===== src/rtl/flags_ctx_stack.sv =====
// Status-flag register with per-bit write mask and a LIFO context stack used to
// save/restore flags across interrupt or call entry and exit.
module flags_ctx_stack #(
  parameter int FLAG_W    = 5,
  parameter int CARRY_BIT = 4,
  parameter int DEPTH     = 4
) (
  input  logic                       clk,
  input  logic                       reset,
  input  logic                       wr_en,
  input  logic [FLAG_W-1:0]          wr_mask,
  input  logic [FLAG_W-1:0]          d_in,
  input  logic                       push,
  input  logic                       pop,
  input  logic                       err_clr,
  output logic [FLAG_W-1:0]          flags,
  output logic                       carry,
  output logic [$clog2(DEPTH+1)-1:0] depth_cnt,
  output logic                       full,
  output logic                       empty,
  output logic                       ovf_err,
  output logic                       unf_err
);

  localparam int CW = $clog2(DEPTH + 1);

  logic [FLAG_W-1:0]             flags_reg, flags_next;
  logic                          carry_reg;
  logic [CW-1:0]                 depth_reg, depth_next;
  logic                          ovf_reg, ovf_next;
  logic                          unf_reg, unf_next;
  logic [FLAG_W-1:0]             merged;
  logic [CW-1:0]                 top_idx;
  logic [FLAG_W-1:0]             top_val;
  logic                          stk_we;
  logic [CW-1:0]                 stk_addr;
  logic [DEPTH-1:0][FLAG_W-1:0]  stack_q;
  logic                          is_full, is_empty;

  assign is_full  = (depth_reg == CW'(DEPTH));
  assign is_empty = (depth_reg == '0);
  assign top_idx  = depth_reg - CW'(1);
  assign merged   = (flags_reg & ~wr_mask) | (d_in & wr_mask);

  // Top-of-stack read mux; only meaningful when the stack is not empty.
  always_comb begin
    top_val = '0;
    for (int i = 0; i < DEPTH; i++) begin
      if (CW'(i) == top_idx) top_val = stack_q[i];
    end
  end

  always_comb begin
    flags_next = flags_reg;
    depth_next = depth_reg;
    ovf_next   = ovf_reg & ~err_clr;
    unf_next   = unf_reg & ~err_clr;
    stk_we     = 1'b0;
    stk_addr   = depth_reg;
    if (push && pop) begin
      if (!is_empty) begin
        stk_we     = 1'b1;
        stk_addr   = top_idx;
        flags_next = top_val;
      end else begin
        unf_next = 1'b1;
      end
    end else if (pop) begin
      if (!is_empty) begin
        flags_next = top_val;
        depth_next = depth_reg - CW'(1);
      end else begin
        unf_next = 1'b1;
        if (wr_en) flags_next = merged;
      end
    end else if (push) begin
      // The saved context is the pre-write flag value.
      if (!is_full) begin
        stk_we     = 1'b1;
        stk_addr   = depth_reg;
        depth_next = depth_reg + CW'(1);
      end else begin
        ovf_next = 1'b1;
      end
      if (wr_en) flags_next = merged;
    end else if (wr_en) begin
      flags_next = merged;
    end
  end

  genvar gi;
  generate
    for (gi = 0; gi < DEPTH; gi++) begin : g_entry
      logic [FLAG_W-1:0] entry_reg;
      always_ff @(posedge clk) begin
        if (stk_we && stk_addr == CW'(gi)) entry_reg <= flags_reg;
      end
      assign stack_q[gi] = entry_reg;
    end
  endgenerate

  always_ff @(posedge clk) begin
    if (reset) begin
      flags_reg <= '0;
      carry_reg <= 1'b0;
      depth_reg <= '0;
      ovf_reg   <= 1'b0;
      unf_reg   <= 1'b0;
    end else begin
      flags_reg <= flags_next;
      carry_reg <= flags_next[CARRY_BIT];
      depth_reg <= depth_next;
      ovf_reg   <= ovf_next;
      unf_reg   <= unf_next;
    end
  end

  assign flags     = flags_reg;
  assign carry     = carry_reg;
  assign depth_cnt = depth_reg;
  assign full      = is_full;
  assign empty     = is_empty;
  assign ovf_err   = ovf_reg;
  assign unf_err   = unf_reg;

endmodule

===== config.mk =====
export PLATFORM = sky130hd
export DESIGN_NAME = flags_ctx_stack
export DESIGN_NICKNAME = d
export VERILOG_FILES = /design/src/rtl/flags_ctx_stack.sv
export SDC_FILE = /design/constraint.sdc
export NUM_CORES = 1
export LEC_CHECK = 0
export ABC_AREA = 1
export BUFFER_PORTS_ARGS = -buffer_cell sky130_fd_sc_hd__buf_2
export CAP_MARGIN = 20
export CELL_PAD_IN_SITES_DETAIL_PLACEMENT = 1
export CELL_PAD_IN_SITES_GLOBAL_PLACEMENT = 1
export CORE_ASPECT_RATIO = 1.5
export CORE_MARGIN = 2
export CORE_UTILIZATION = 44
export CTS_CLUSTER_DIAMETER = 100
export CTS_CLUSTER_SIZE = 28
export DETAILED_ROUTE_END_ITERATION = 10
export PLACE_DENSITY_LB_ADDON = 0.15
export SLEW_MARGIN = 20
export SYNTH_ARGS = -nofsm -noshare
export SYNTH_HDL_FRONTEND = slang
export SYNTH_SLANG_ARGS = --single-unit

===== constraint.sdc =====
create_clock -name clk -period 5.8 [get_ports clk]
set_input_delay 0.29 -clock clk [delete_from_list [all_inputs] [get_ports clk]]
set_output_delay 0.29 -clock clk [all_outputs]
set_load 0.005 [all_outputs]

; ---- After elaboration in Yosys (flattened, before gate mapping)
; Cells that the tools add are included.
[totals]
register_bits = 30
[op_classes]
reduce_logical = 10
bitwise = 8
muxes = 26
addsub = 2
eq_ne = 9
[op_table]
columns = operator, count
row1 = 5-bit 2-to-1 mux, 9
row2 = 3-bit 2-to-1 mux, 5
row3 = 1-bit 2-to-1 mux, 12
row4 = 5-bit bitwise AND, 2
row5 = 3-bit logical NOT, 3
row6 = 2-bit by 3-bit equality test with 1-bit output (first input constant), 2
row7 = 3-bit by 2-bit equality test with 1-bit output (second input constant), 2
row8 = 1-bit logical AND, 5
row9 = 5-bit inverter, 1
row10 = 5-bit bitwise OR, 1
row11 = 2-bit inequality test (second input constant), 2
row12 = 3-bit by 1-bit adder with 3-bit output (second input constant), 1
row13 = 1-bit by 3-bit equality test with 1-bit output (first input constant), 1
row14 = 3-bit by 1-bit equality test with 1-bit output (second input constant), 1
row15 = 3-bit equality test (second input constant), 1
row16 = 3-bit AND reduction, 1
row17 = 3-bit by 1-bit subtractor with 3-bit output (second input constant), 1
row18 = 1-bit bitwise AND, 2
row19 = 1-bit inverter, 2
row20 = 2-bit nonzero test, 1

; ---- Logic depth before layout (Yosys ltp)
[depth]
word_depth = 9
mapped_depth = 13

; ---- Worst setup path after synthesis
; OpenSTA, ideal clock, no wires.
[synth_timing]
kind = register -> register
from = reg depth_reg[0], in the netlist depth_cnt[0]
to = reg g_entry[3].entry_reg[0], enable pin
path_slack_ps = 3837
stages_incl_launch_ff = 10
t_arrival_ps = 1624
setup_ps = 340
path_buffers = 1
path_cell_list = dfxtp_1 -> inv_1 -> ha_1 -> buf_2 -> nand2_2 -> inv_1 -> nand2_1 -> o2111a_1 -> nand2_1 -> nor2_1
[synth_via]
elab_cells_between_ends = 12
[synth_lines]
columns = element, line_no
row1 = "start, declared", 29  ; logic [CW-1:0] depth_reg, depth_next;
row2 = "start signal, assigned", 112  ; depth_reg <= depth_next;
row3 = 3-bit logical NOT *, 41  ; assign is_empty = (depth_reg == '0);
row4 = named net empty, 20  ; output logic empty,
row5 = 3-bit 2-to-1 mux, n/a
row6 = 3-bit 2-to-1 mux, 60  ; if (push && pop) begin
row7 = 3-bit by 2-bit equality test with 1-bit output, 96  ; if (stk_we && stk_addr == CW'(gi)) entry_reg <= flags_reg;
row8 = 1-bit logical AND *, 96
row9 = "end signal, assigned", 96
row10 = "end, declared", 94  ; logic [FLAG_W-1:0] entry_reg;
; The timed path passes the listed nets; every way through them passes the cells marked *.
; A chain may end at the register's enable or synchronous reset.

; ---- Final worst setup path
[layout_timing]
from = reg depth_reg[1], in the netlist depth_cnt[1]
to = reg g_entry[1].entry_reg[4], enable pin
[layout_via]
elab_chain_cells = 6
elab_cells_between_ends = 12
[layout_lines]
columns = element, line_no
row1 = "parallel branches: the longest is 5 deep, another holds 3-bit by 1-bit subtractor with 3-bit output", n/a
row2 = 1-bit logical AND *, 96
row3 = "end signal, assigned", 96
row4 = "end, declared", 94
; Every way passes the cells marked *.

==> metrics.yaml <==
outcome: "finished clean"
worst_pin_slew_ps: 428
clkTransAtPathRegs_ps: 60
end_kind: "register"
synth_top_family_by_area: "simple AND/OR/NAND/NOR gates"
fin_skew_ps: 5.26
synthMuxAreaShare_pct: 0
holdBufCountCts: 0
place_ws_ps: 3580
grt_pass1_wl_mm: 7.14
peakVddDrop_mv: 0.209
p_leak_nw: 0.909
place_area_sq_um: 1820
cts_made_buffers: 5
wirelength_mm: 4.38
hold_path.class: "in2reg"
grt_overflow: 0
rsz0062_at_grt: "false"
drc: 0
synth_ff_type: "edfxtp_1"
io_pins: 29
fill_cells: 475
tns_ps: 0
finalHoldViolations: 0
synth_warnings: 0
internal-power_mw: 0.402
clk_latency_ps: 270
die-area_sq_um: 4330
groute.usage.overall_pct: 23.5
cts_tree: "yes"
fin_util_pct: 52.0
syn_area_sq_um: 1680
combPwrFrac_pct: 30.0
finalSetupViolations: 0
min_period_ps: 2230
setup_slack_ps: 3570
synth_area_leaders: "edfxtp_1, dfxtp_1, nand2_1"
ant_nets: 0
power_switching_mw: 0.218
synth-seq-cells: 30
synthAdderAreaFrac_pct: 4.47
routedWlPerCell_um: 15.8
yosysMostFrequentCell: "nand2_1"
firstDrtPassIters: 4
synthDistinctLibCells: 25
synth-compound-area-share_pct: 10.7
cts_resized: 0
seq_area_frac_synth_pct: 47.7
required_ps: 5730
clockPowerShare_pct: 24.9
antenna_cells: 0
clock-sinks: 30
synthTopCellsByCount: "nand2_1, inv_1, nand3_1, edfxtp_1, nor2_1"
synth_top_area_cell: "edfxtp_1"
synth-xor-area-share_pct: 1.04
drive_above_1_share_pct: 18.8
htree_num_levels: 2
maxCapViolations: 0
fin_nets: 255
start_util_pct: 46.0
fin_crit_sh_pct: 38.5
grt_max_degree: 23
switching_share_pct: 35.2
synth-async-reset-ratio_pct: 0
syn-num-nets: 228
critPathKind: "reg2reg"
area_growth_syn_to_layout_pct: 13.1
via_per_inst: 5.13
synth_edf_count: 20
cp.arrival_ps: 2160
relSlewSlack_pct: 71.4
grt_pass1_vias: 1531
p_per_area_nw_per_um2: 327
dp.final_hpwl_mm: 3.59
largest_reg_flops: 20
cts-root-buf: "clkbuf_8"
num_vias: 1420
critPathLaunchType: "register"
detailedRoute.firstIterationViolations: 33
cts_setup_buffers: 0
antenna_found_initial: 0
row_count: 27
netlist_instances: 206
seq_power_share_pct: 45.1
total_power_mw: 0.620
finalMaxSlewViolations: 0
synth-simple-area-share_pct: 25.4
syn_avg_cell_area_sq_um: 8.14
stdcell_area_sq_um: 1900
die_w_um: 54.4
cp_max_fo: 8
yosysTopAreaCellShare_pct: 35.8
gp_congestion: 0.792
core_sq_um: 3650
fp.dieH_um: 79.6
portBuffers: 28
clockBufferDepth: 2
max_freq_mhz: 448
==> power groups by stage <==
stage	combinational [mW]	sequential, mW	clock (mW)
final	0.186	0.280	0.154
after CTS	0.189	0.280	0.159
after floorplan	0.141	0.277	0
after global routing	0.216	0.282	0.163
after global placement	0.178	0.283	0
after detailed placement	0.188	0.284	0
==> worst paths after layout <==
path / startpoint / endpoint / slack [ps] / cells past startpoint
min reg2reg: ovf_err / ovf_err / 480 / 2
max reg2reg: depth_cnt[1] / g_entry[1].entry_reg[4] / 3570 / 8
min: err_clr / ovf_err / 300 / 4
max: depth_cnt[1] / g_entry[1].entry_reg[4] / 3570 / 8
==> layout by cell type (no fill, tap or decap) <==
cell type and count:
a21oi_1 11, a21oi_2 5, buf_2 28, clkbuf_1 1, clkbuf_8 5, clkinv_1 1
clkinv_2 1, dfxtp_1 10, edfxtp_1 20, ha_1 6, inv_1 32, inv_2 1
nand2_1 53, nand2_2 2, nand2_4 2, nand3_1 25, nand4_1 1, nor2_1 16
o2111a_1 1, o211ai_1 1, o21a_1 1, o21ai_0 4, o21ai_1 1, o31ai_1 4
xnor2_1 1, xor2_1 1
==> metal layers <==
metal | global-route usage, % | routed length [um]
met1 | 23.3 | 1640
met2 | 46.0 | 2580
met3 | 2.43 | 81
met4 | 9.00 | 81
met5 | 0 | 0
==> final cells by class <==
cell class	instances	area [sq um]	area share, %
clock buffer	6	72.6	3.82
inverter	33	124	6.53
timing repair buffer	28	140	7.38
clock inverter	2	8.76	0.461
multi-input combinational	135	698	36.8
tap	43	53.8	2.83
sequential	30	801	42.2
==> worst max-delay path, cell delays in order (launching register included) <==
cell and delay (ps):
dfxtp_1 440, inv_1 120, ha_1 320, nand2_2 180, inv_1 70, nand2_1 100
o2111a_1 240, nand2_1 80, nor2_1 350
==> stage by stage <==
step	hold slack, ps	cells
floorplan	433	206
global placement	452	269
detailed placement	485	269
CTS	297	277
global route	320	277
finish	298	277
==> cell families after synthesis <==
kind of cell,after synthesis
AOI/OAI and AO/OA,28
xor gates and xnor gates,2
adders and majority gates,6
buffers and inverters,41
DFF,30
and+or+nand+nor,99
Power figures use the tool's default switching activity.
